**config.mk**
```make
export PLATFORM = sky130hd
export DESIGN_NAME = npu_cube_add_seq
export DESIGN_NICKNAME = d
export VERILOG_FILES = /design/src/rtl/npu_cube_add_seq.sv
export SDC_FILE = /design/constraint.sdc
export NUM_CORES = 1
export LEC_CHECK = 0
export CORE_UTILIZATION = 42
export CTS_BUF_LIST = sky130_fd_sc_hd__clkbuf_8
export DETAILED_ROUTE_END_ITERATION = 10
export GPL_ROUTABILITY_DRIVEN = 0
export PLACE_DENSITY_LB_ADDON = 0.2
export SETUP_SLACK_MARGIN = 0.15
export SLEW_MARGIN = 20
export SYNTH_ARGS = -nofsm -noshare
export SYNTH_HDL_FRONTEND = slang
export SYNTH_SLANG_ARGS = --single-unit
```
**constraint.sdc**
```tcl
create_clock -name clk -period 2.11 [get_ports clk]
set_clock_uncertainty 0.1 [all_clocks]
set_input_delay 0.3165 -clock clk [delete_from_list [all_inputs] [get_ports clk]]
set_output_delay 0.3165 -clock clk [all_outputs]
set_load 0.01 [all_outputs]
```
**src/rtl/npu_cube_add_seq.sv**
```systemverilog
// Iterative adder sequencer: drives an external half-adder array, feeding sum back as A and
// shifted carry back as B until the carry dies out. Returns sum, overflow and iteration count.
module npu_cube_add_seq #(
    parameter int bitwidth = 8,
    localparam int ITW = $clog2(bitwidth + 1)
) (
    input  logic                clk,
    input  logic                rst,
    input  logic                in_valid,
    output logic                in_ready,
    input  logic [bitwidth-1:0] in_a,
    input  logic [bitwidth-1:0] in_b,
    output logic [bitwidth-1:0] ha_a,
    output logic [bitwidth-1:0] ha_b,
    input  logic [bitwidth-1:0] ha_sum,
    input  logic [bitwidth-1:0] ha_carry,
    output logic                out_valid,
    input  logic                out_ready,
    output logic [bitwidth-1:0] out_sum,
    output logic                out_ovf,
    output logic [ITW-1:0]      out_iter,
    output logic                busy
);

    typedef enum logic [1:0] {IDLE, RUN, DONE} state_t;

    state_t              state;
    logic [bitwidth-1:0] op_a;
    logic [bitwidth-1:0] op_b;
    logic                ovf;
    logic [ITW-1:0]      iter;

    always_ff @(posedge clk or posedge rst) begin
        if (rst) begin
            state <= IDLE;
            op_a  <= '0;
            op_b  <= '0;
            ovf   <= 1'b0;
            iter  <= '0;
        end else begin
            case (state)
                IDLE: begin
                    if (in_valid) begin
                        op_a  <= in_a;
                        op_b  <= in_b;
                        ovf   <= 1'b0;
                        iter  <= '0;
                        state <= RUN;
                    end
                end
                RUN: begin
                    op_a <= ha_sum;
                    op_b <= {ha_carry[bitwidth-2:0], 1'b0};
                    ovf  <= ovf | ha_carry[bitwidth-1];
                    iter <= iter + ITW'(1);
                    // A carry out of the MSB is absorbed into ovf and cannot keep RUN alive
                    if (ha_carry[bitwidth-2:0] == '0)
                        state <= DONE;
                end
                DONE: begin
                    if (out_ready && in_valid) begin
                        op_a  <= in_a;
                        op_b  <= in_b;
                        ovf   <= 1'b0;
                        iter  <= '0;
                        state <= RUN;
                    end else if (out_ready) begin
                        state <= IDLE;
                    end
                end
                default: state <= IDLE;
            endcase
        end
    end

    assign in_ready  = (state == IDLE) || ((state == DONE) && out_ready);
    assign out_valid = (state == DONE);
    assign busy      = (state == RUN);
    // Array inputs held at zero outside RUN so the array stays quiescent
    assign ha_a      = (state == RUN) ? op_a : '0;
    assign ha_b      = (state == RUN) ? op_b : '0;
    assign out_sum   = op_a;
    assign out_ovf   = ovf;
    assign out_iter  = iter;

endmodule
```
# Yosys cells after proc, flatten, opt, wreduce, memory -nomap -nowiden
# Cells that the tools add are included.
# word_totals
regBits,23
latch_bits,0
ram_bits,0
rom_bits,0
inputBits,36
wordCells,40
n_memories,0
# op_classes
add_sub_neg,1
n_mul,0
div,0
n_lt_le_gt_ge,0
eq_ne,6
shifts,0
n_mux,19
n_bitwise,1
n_reduce_logical,8
# op_table
operator,n
$mux W8,6
$pmux W8 S3,2
$pmux W4 S3,1
$mux W2,4
$mux W4,2
$logic_not A7 Y1,1
$pmux W2 S3,1
$reduce_and A3 Y1,2
$add A4 B1 Y4 const B,1
$ne A2 B1 Y1 const B,2
$ne A3 B1 Y1 const B,1
$pmux W1 S3,1
$reduce_bool A3 Y1,1
$eq A2 B1 Y1 const B,1
$eq A2 B2 Y1 const B,1
$logic_and A1 B1 Y1,2
$logic_not A2 Y1,1
$mux W1,2
$ne A2 B2 Y1 const B,1
$logic_or A1 B1 Y1,1
$or A1 B1 Y1,1

# Longest topological paths before layout
# Gate-level depths: netlist of the first run.
# logic_depth
word_depth,3
depth_mapped,7

# Worst setup path after synthesis of the first run
# Ideal clock, no wire load.
# synth_path
kind,reg2out
startpoint,register state[1]
endpoint,output port ha_b[0]
arrival_ps,1294
slack_ps,399
stages_incl_launch_ff,8
path_buffers,4
path_cell_list,dfrtp_1 -> buf_6 -> nor2b_4 -> buf_6 -> buf_12 -> clkbuf_1 -> inv_1 -> nor2_1
# synth_via
elab_chain_len,2
# synth_rtl
element,line_no,text
start: declaration,27,state_t state;
start signal: assignment,35,state <= IDLE;
start signal: assignment,48,state <= RUN;
start signal: assignment,58,state <= DONE;
$eq A2 B1 Y1,81,assign ha_b = (state == RUN) ? op_b : '0;
$mux W8,81,
end: declaration,14,"output logic [bitwidth-1:0] ha_b,"
# No other way between the ends.

# Worst setup path in the final report of the first run
# layout_path
startpoint,register state[1]
endpoint,output port ha_b[5]
# The elaborated chain is that of the path after synthesis.

==> results of run 1 <==
[what timing repair did]
action                     4_1_cts  5_1_grt
gates cloned                     1        0
setup endpoints to repair       17       11
buffers inserted                 6        2
resized for setup               21       10
[path summary, 6_finish.rpt]
path                                       from                endpoint  slack, ns
min                                         rst  out_sum[0]$_DFFE_PP0P_       0.32
min reg2reg                 op_b[5]$_DFFE_PP0P_     op_b[5]$_DFFE_PP0P_       0.41
max in group asynchronous                   rst  out_sum[1]$_DFFE_PP0P_       1.04
max                        state[1]$_DFFE_PP0P_                 ha_b[5]       0.18
min in group clk            op_b[5]$_DFFE_PP0P_     op_b[5]$_DFFE_PP0P_       0.41
max reg2reg                state[1]$_DFFE_PP0P_     op_b[1]$_DFFE_PP0P_       0.20
[cell usage after synthesis]
cell       instances  area, um^2
a21oi_1            1        5.00
nand2_1            1        3.75
inv_1              9        33.8
or4_1              2        15.0
nor3_1             1        5.00
a22o_1             1        8.76
a211oi_1           3        22.5
buf_12             1        20.0
a21oi_4            1        16.3
nand3_1            1        5.00
nor2b_1            2        12.5
buf_2              1        5.00
o31ai_1            3        22.5
o2bb2ai_1          1        8.76
ha_1               1        12.5
dfrtp_1           23         576
and2_1            15        93.8
a2bb2oi_1          1        8.76
nand2b_4           1        13.8
o21ai_0            2        10.0
mux2_4            16         240
buf_6              4        45.0
nor2_1             4        15.0
nor2b_4            1        13.8
mux2i_1            1        10.0
nor4_1             1        6.26
mux2_2            14         158
clkbuf_1           1        3.75
o21bai_1           1        7.51
[kinds of logic after synthesis]
| family | count (synthesis) | synth area share (%) |
|---|---|---|
| AO/OA/AOI/OAI | 14 | 7.88 |
| adder cells (fa/ha/maj) | 1 | 0.895 |
| buffers and inverters | 16 | 7.70 |
| flip-flops | 23 | 41.2 |
| multiplexers | 31 | 29.2 |
| AND/OR/NAND/NOR | 29 | 13.2 |
[state kept, by name (all words and copies together) (netlist names)]
register	count
op_b	8
out_sum	8
out_iter	4
state	2
out_ovf	1
[layer usage]
metal | GRT usage, % | up-vias | share of wire, % | wire [um]
met4 | 4.98 | 0 | 0.24 | 8
met3 | 3.46 | 2 | 5.0 | 169
met5 | 0 | - | 0 | 0
met2 | 33.7 | 38 | 50 | 1700
met1 | 27.4 | 555 | 44 | 1490
li1 | - | 567 | - | -
[worst register-to-register path, cell delays in order (launching register included)]
cell and delay (ns):
dfrtp_1 0.42, nor2b_4 0.18, buf_4 0.14, bufbuf_16 0.25, buf_4 0.13, mux2_2 0.32
mux2_2 0.26
[area by class of cell]
cell class / instances / share of cell area, %
clock buffer: 3 / 1.82
clock inverter: 1 / 0.221
inverter: 9 / 1.49
multi-input combinational: 75 / 31.5
sequential: 23 / 25.4
tap: 44 / 2.43
timing repair buffer: 86 / 37.1
[metrics by stage]
step / cell area [um^2] / instances / hold WS (ns)
global placement: 2140 / 228 / 0.385
CTS: 2250 / 239 / 0.348
floorplan: 1400 / 114 / 0.218
finish: 2270 / 241 / 0.321
global route: 2270 / 241 / 0.366
detailed placement: 2140 / 228 / 0.388
[power groups by stage]
stage	Combinational [W]	Sequential, W	Clock [W]
after global routing	0.00205	0.000785	0.000307
after floorplan	0.000989	0.000793	0
after detailed placement	0.00182	0.000766	0
after CTS	0.00188	0.000760	0.000285
after global placement	0.00180	0.000758	0
final	0.00191	0.000757	0.000277
==> results.md, run 1 <==
* DR pass1 iterations at 3
* Endpoints failing setup at 0
* Worst Hold Class: input pin to asynchronous set/reset pin
* DP Wirelength at 2430 um
* CP Launch Type: flip-flop
* Mapped Area at 1400 um^2
* Synth Area per Inst at 12.3 um^2
* Data arrival, critical path at 1.51 ns
* Core outline area at 3100 um^2
* Share of layout cells above drive strength 1 at 29.9%
* Sequential share of the synthesized area at 41.2%
* Slew Viols, Final at 0
* Vias per cell at 4.82
* Sequential cell area at 576 um^2
* Worst path max stage delay at 0.42 ns
* F_max at 518 MHz
* Remaining routing DRC violations at 0
* CP Cell Sequence: nor2b_4, buf_4, buf_8, and2_1, dlygate4sd2_1
* Antenna Cells at 0
* Synth warn at 0
* First DRT Iteration DRCs at 35
* Hold_buf cts at 0
* Crit path depth at 5
* Power per cell area at 1300 nW/um^2
* Sw power at 0.000999 W
* IR drop worst, VDD at 539 uV
* Critical path buffer and inverter count at 3
* Root buffer cell: clkbuf_8
* CTS clk-pin slew, worst paths at 0.09 ns
* CP Capture Type: primary output
* Largest net degree at the start of global routing at 19
* Final layout net count at 235
* Area Overhead vs Synth at 62.1%
* Mapped Nets at 151
* Reg power frac at 25.8%
* Post-route setup TNS at 0 ns
* Most common cell after layout, fill and taps aside: clkdlybuf4s50_1
* Die area at 3560 um^2
* RSZ-0062 raised after global routing: yes
* # fillers at 261
* Critical Path RT at 1.69 ns
* Vias at 1162
* Vias in the first global route at 1157
* IO buf count at 67
* Final Cycle Share at 91.4%
* GRT Overall Usage at 20.3%
* Synth Instances at 114
* WS Path Type: flip-flop to primary output
* CTS H-tree depth at 1
* Util after Layout at 73.0%
* Total global routing overflow at 0
* Internal Power at 0.00194 W
* Clock share of power at 9.4%
* First-pass GRT wire length at 5360 um
* Die extent in y at 59.7 um
* Sw frac at 34.0%
* Max-Cap Viols at 0
* Most frequent cells in the layout: 48 x clkdlybuf4s50_1, 23 x dfrtp_1, 16 x mux2_4, 15 x and2_1, 15 x buf_4
* CTS tree: yes
* TritonCTS buffer count at 3
* CTS max path bufs at 2
* Total power at 0.00294 W
* Hold Vio Cnt, Final at 0
* Minimum clock period at 1.93 ns
* Final wirelength at 3370 um
* Leakage power at 1.11 nW
* Yosys reg bits at 23
* Post-synthesis cell type count at 29
* Worst-skew pair later-pin latency at 0.26 ns
* Tightest Pin Transition at 0.540 ns
* Maximum fanout along the worst path at 9
* Final ANT Viol Nets at 0
* Worst relative slew slack at 63.9%
* Final worst slack at 0.181 ns
* Cell count of the worst reg-to-reg path at 6
* Crit-path leading delay family: buffers and inverters
* Pre-CTS setup slack at 0.133 ns
* Area of the multi-input gates at 714 um^2
* Die width at 59.7 um
* Placement row count at 20
* IO Pins at 68
* Wirelength per Cell at 14.0 um
* Starting Density at 45.0%
* Slowest-stage cell, CP: dfrtp_1
* Status: completed
* Antenna violations before repair at 0
* CTS sink count at 23
* Comb pwr share at 64.8%
(Power assumes the default switching activity.)
==> run 2: changes to the inputs <==
--- a/config.mk
+++ b/config.mk
@@ -9,8 +9,9 @@
 export CTS_BUF_LIST = sky130_fd_sc_hd__clkbuf_8
 export DETAILED_ROUTE_END_ITERATION = 10
 export GPL_ROUTABILITY_DRIVEN = 0
-export PLACE_DENSITY_LB_ADDON = 0.2
+export PLACE_DENSITY = 0.92
 export SETUP_SLACK_MARGIN = 0.15
+export SKIP_LAST_GASP = 1
 export SLEW_MARGIN = 20
 export SYNTH_ARGS = -nofsm -noshare
 export SYNTH_HDL_FRONTEND = slang
==> run 2 against run 1 <==
Final cell count is 0.83% lower. Critical path depth grew 1. Combinational power is 5% lower. Sequential cell count unchanged. First-iteration DRC count decreased by 5.7%. Global-route usage increased by 0.27 points. Worst setup slack worse by 0.049 ns. Register-to-register slack gained 0.09 ns. Critical path type unchanged. Largest power group unchanged. Highest routed layer unchanged.
==> results.md, run 2 (synthesis gave the netlist of run 1 again) <==
* Share of layout cells above drive strength 1 at 28.2%
* IR drop worst, VDD at 645 uV
* CTS tree: yes
* Highest metal used: met4
* CP Cell Sequence: nor2b_4, buf_4, buf_8, buf_4, and2_1, clkdlybuf4s15_1
* Final layout net count at 233
* Antenna violations before repair at 0
* Tightest Pin Transition at 0.399 ns
* Maximum fanout along the worst path at 11
* GRT Overall Usage at 20.5%
* Area after DPL at 2120 um^2
* WS Path Type: flip-flop to primary output
* Most frequent cells in the layout: 49 x clkdlybuf4s50_1, 23 x dfrtp_1, 16 x mux2_4, 15 x and2_1, 15 x buf_4
* Largest net degree at the start of global routing at 15
* First DRT Iteration DRCs at 33
* Metal-1 WL at 1420 um
* CTS H-tree depth at 1
* Critical Path RT at 1.69 ns
* Power per cell area at 1290 nW/um^2
* Remaining routing DRC violations at 0
* Hold Vio Cnt, Final at 0
* Endpoints failing setup at 0
* Slowest-stage cell, CP: dfrtp_1
* IO buf count at 67
* Final Cycle Share at 93.7%
* First-pass GRT wire length at 5450 um
* DP Wirelength at 2640 um
* Worst relative slew slack at 73.1%
* Placement row count at 20
* Worst-skew pair later-pin latency at 0.26 ns
* Die extent in y at 59.7 um
* Crit path top cell by count: buf_4
* Wirelength per Cell at 14.6 um
* Die area at 3560 um^2
* Met2 routed WL at 1880 um
* DR pass1 iterations at 4
* Max-Cap Viols at 0
* Data arrival, critical path at 1.56 ns
* Total global routing overflow at 0
* Core outline area at 3100 um^2
* Vias per cell at 4.81
* Root buffer cell: clkbuf_8
* Status: completed
* Leakage power at 1.05 nW
* Routed wl met3 at 151 um
* Most common cell after layout, fill and taps aside: clkdlybuf4s50_1
* CP Capture Type: primary output
* Hold_ws at 0.223 ns
* CTS max path bufs at 2
* Slew Viols, Final at 0
* Minimum clock period at 1.98 ns
* IO Pins at 68
* Post-Layout Inst Area at 2220 um^2
* Antenna Cells at 0
* CTS sink count at 23
* Worst Hold Class: input pin to asynchronous set/reset pin
* Vias at 1150
* Area Overhead vs Synth at 58.7%
* CTS clk-pin slew, worst paths at 0.08 ns
* Post-route setup TNS at 0 ns
* Worst path max stage delay at 0.39 ns
* CP Launch Type: flip-flop
* RSZ-0062 raised after global routing: yes
* Vias in the first global route at 1238
* Starting Density at 45.0%
* Die width at 59.7 um
* F_max at 506 MHz
* TritonCTS buffer count at 3
* Final ANT Viol Nets at 0
* Final wirelength at 3490 um
==> run 2: changes by cell type in the layout (fill, tap and decap cells not counted), sizes merged <==
cell	delta
dlygate4sd2	+2
buf	-1
dlymetal6s2s	-1
bufbuf	-1
clkdlybuf4s50	+1
clkbuf	-2
==> run 2: critical path, delay by kind of cell, from the launching register on <==
family	cells	cell delay, ns
simple gates	2	0.29
buf+inv	4	0.62
flops	1	0.39
==> run 2: stage by stage <==
stage	utilization, %	setup WS, ns	cells	power, W
floorplan	-	0.399	114	0.00178
global placement	68.5	0.120	228	0.00254
detailed placement	68.5	0.0509	228	0.00260
CTS	71.5	0.0850	239	0.00286
global route	71.5	0.0819	239	0.00304
finish	71.5	0.132	239	0.00285
==> run 2: area by class of cell <==
class                           count  area, um^2
Sequential cell                    23         576
Timing Repair Buffer               84         793
Clock buffer                        3        41.3
Fill cell                         226         885
Multi-Input combinational cell     75         714
Clock inverter                      1        5.00
Inverter                            9        33.8
Tap cell                           44        55.1
==> run 2: final timing paths <==
check / start / cells after the start / endpoint / slack [ns]
worst min register to register: op_b[3]$_DFFE_PP0P_ / 1 / op_b[3]$_DFFE_PP0P_ / 0.40
worst max register to register: state[0]$_DFFE_PP0P_ / 7 / out_sum[0]$_DFFE_PP0P_ / 0.29
max in group asynchronous: rst / 3 / state[0]$_DFFE_PP0P_ / 1.16
worst max-delay path: state[0]$_DFFE_PP0P_ / 6 / ha_a[0] / 0.13
min in group clk: op_b[3]$_DFFE_PP0P_ / 1 / op_b[3]$_DFFE_PP0P_ / 0.40
worst min-delay path: rst / 2 / out_sum[4]$_DFFE_PP0P_ / 0.22
==> run 2: per-layer routing <==
metal  up-vias  global-route usage (%)
met5         -                       0
met4         0                    4.98
met3         6                    3.90
met2        39                    38.4
met1       542                    23.8
li1        563                       -
==> run 2: where the power goes <==
part | internal, W | switching [W]
logic | 0.00111 | 0.000712
registers | 0.000630 | 0.000133
clock network | 0.000131 | 0.000135
==> run 2: repair_timing <==
item                       CTS  global route
buffers inserted             7             0
hold buffers                 0             0
setup endpoints to repair   17             4
gates resized for setup     21             5
==> run 3: changes to the inputs <==
--- a/config.mk
+++ b/config.mk
@@ -9,6 +9,7 @@
 export CTS_BUF_LIST = sky130_fd_sc_hd__clkbuf_8
 export DETAILED_ROUTE_END_ITERATION = 10
 export GPL_ROUTABILITY_DRIVEN = 0
+export GPL_TIMING_DRIVEN = 0
 export PLACE_DENSITY = 0.92
 export SETUP_SLACK_MARGIN = 0.15
 export SKIP_LAST_GASP = 1
==> run 3 against run 2 <==
Via count grew 3.8%. Non-clock buffer count grew 1. Worst hold slack gained 0.19 ns. Sequential share of layout area shrank 1.4 points. Utilization grew 4.2 points. Power grew 17%. Sequential power grew 2%. Clock power grew 3%. Die area is the same. Fmax grew 1.3%. Critical path depth grew 1.
==> results.md, run 3 (synthesis gave the netlist of run 1 again) <==
* Status: completed
* Final ANT Viol Nets at 0
* CP Cell Sequence: buf_6, nor2b_4, buf_6, buf_12, clkbuf_16, and2_4, buf_6
* CTS max path bufs at 2
* Leakage power at 1.13 nW
* DP Wirelength at 2620 um
* First DRT Iteration DRCs at 50
* Total global routing overflow at 0
* Root buffer cell: clkbuf_8
* Die area at 3560 um^2
* Antenna Cells at 0
* Critical Path RT at 1.69 ns
* Die extent in y at 59.7 um
* IO Pins at 68
* Util after Layout at 75.6%
* Final Cycle Share at 92.5%
* Maximum fanout along the worst path at 6
* Slowest-stage cell, CP: dfrtp_1
* Most frequent cells in the layout: 48 x clkdlybuf4s50_1, 23 x dfrtp_1, 16 x mux2_4, 15 x buf_6, 14 x mux2_2
* Most common cell after layout, fill and taps aside: clkdlybuf4s50_1
* Die width at 59.7 um
* Max-Cap Viols at 0
* TritonCTS buffer count at 3
* First-pass GRT wire length at 5620 um
* Hold_ws at 0.417 ns
* Hold Vio Cnt, Final at 0
* Cell count of the worst reg-to-reg path at 6
* Vias in the first global route at 1133
* Power per cell area at 1420 nW/um^2
* Endpoints failing setup at 0
* Share of layout cells above drive strength 1 at 43.9%
* Largest net degree at the start of global routing at 24
* Cell Count Post-Placement at 225
* WS Path Type: flip-flop to primary output
* Hold_buf cts at 0
* Remaining routing DRC violations at 0
* Worst path max stage delay at 0.38 ns
* Hold depth at 1
* Data arrival, critical path at 1.54 ns
* Worst relative slew slack at 42.0%
* Area Overhead vs Synth at 67.9%
* Placement row count at 20
* Antenna violations before repair at 0
* CP Launch Type: flip-flop
* Core outline area at 3100 um^2
* F_max at 512 MHz
* Final wirelength at 3920 um
* GRT Overall Usage at 21.5%
* Slew Viols, Final at 0
* Wirelength per Cell at 16.3 um
* Starting Density at 45.0%
* RSZ-0062 raised after global routing: yes
* Tightest Pin Transition at 0.870 ns
* Vias per cell at 4.98
* CTS sink count at 23
* Minimum clock period at 1.95 ns
* DR pass1 iterations at 4
* Vias at 1194
* Crit path top cell by count: buf_6
* Worst Hold Class: flip-flop to flip-flop
* IR drop worst, VDD at 841 uV
* CTS H-tree depth at 1
* CTS clk-pin slew, worst paths at 0.08 ns
* Worst-skew pair later-pin latency at 0.27 ns
* IO buf count at 67
* Final layout net count at 234
* CP Capture Type: primary output
* Post-Layout Inst Area at 2350 um^2
* Finished Layout Cells at 240
* Area after DPL at 2120 um^2
* CTS tree: yes
run 3: metrics by stage:
step	setup slack [ns]	TNS, ns	total power [W]
2_1_floorplan	0.399	0	0.00178
3_3_place_gp	-0.281	-2.77	0.00259
3_5_place_dp	-0.379	-3.72	0.00264
4_1_cts	0.0512	0	0.00284
5_1_grt	0.0953	0	0.00353
6_report	0.158	0	0.00333
run 3: report_power, final:
group / switching [W] / total, W / internal [W]
combinational: 0.000829 / 0.00227 / 0.00144
sequential: 0.000152 / 0.000781 / 0.000630
clock: 0.000145 / 0.000275 / 0.000130
total: 0.00112 / 0.00333 / 0.00220
run 3: cell type report:
type | instances | area, um^2
timing repair buffer | 78 | 781
fill | 214 | 756
multi-input combinational | 75 | 752
sequential | 23 | 576
buffer | 7 | 105
tap | 44 | 55.1
clock buffer | 3 | 41.3
inverter | 9 | 33.8
clock inverter | 1 | 3.75
run 3: final timing paths:
check | end | slack [ns] | startpoint
worst max-delay path | ha_a[5] | 0.16 | state[0]$_DFFE_PP0P_
worst min register to register | op_b[1]$_DFFE_PP0P_ | 0.42 | op_b[1]$_DFFE_PP0P_
max in group asynchronous | op_b[4]$_DFFE_PP0P_ | 0.94 | rst
worst max register to register | out_sum[0]$_DFFE_PP0P_ | 0.21 | state[0]$_DFFE_PP0P_
worst min-delay path | op_b[1]$_DFFE_PP0P_ | 0.42 | op_b[1]$_DFFE_PP0P_
min in group asynchronous | out_sum[5]$_DFFE_PP0P_ | 0.44 | rst
run 3: timing repair:
action	in CTS	in global routing
buffers inserted	4	5
setup endpoints to repair	18	18
pin swaps	0	3
gates resized for setup	72	31
cloned	0	2
run 3: critical path, delay by kind of cell (launching register included):
| kind | cells | cell delay, ns |
|---|---|---|
| buf+inv | 5 | 0.62 |
| simple gates | 2 | 0.26 |
| flops | 1 | 0.38 |
run 3: routing by layer:
metal  up-vias  routed length (um)  GRT usage, %
met1       588                1570          28.5
met2        44                2100          37.8
met5         -                   0             0
met4         0                  32         0.997
li1        558                   -             -
met3         4                 219          4.55
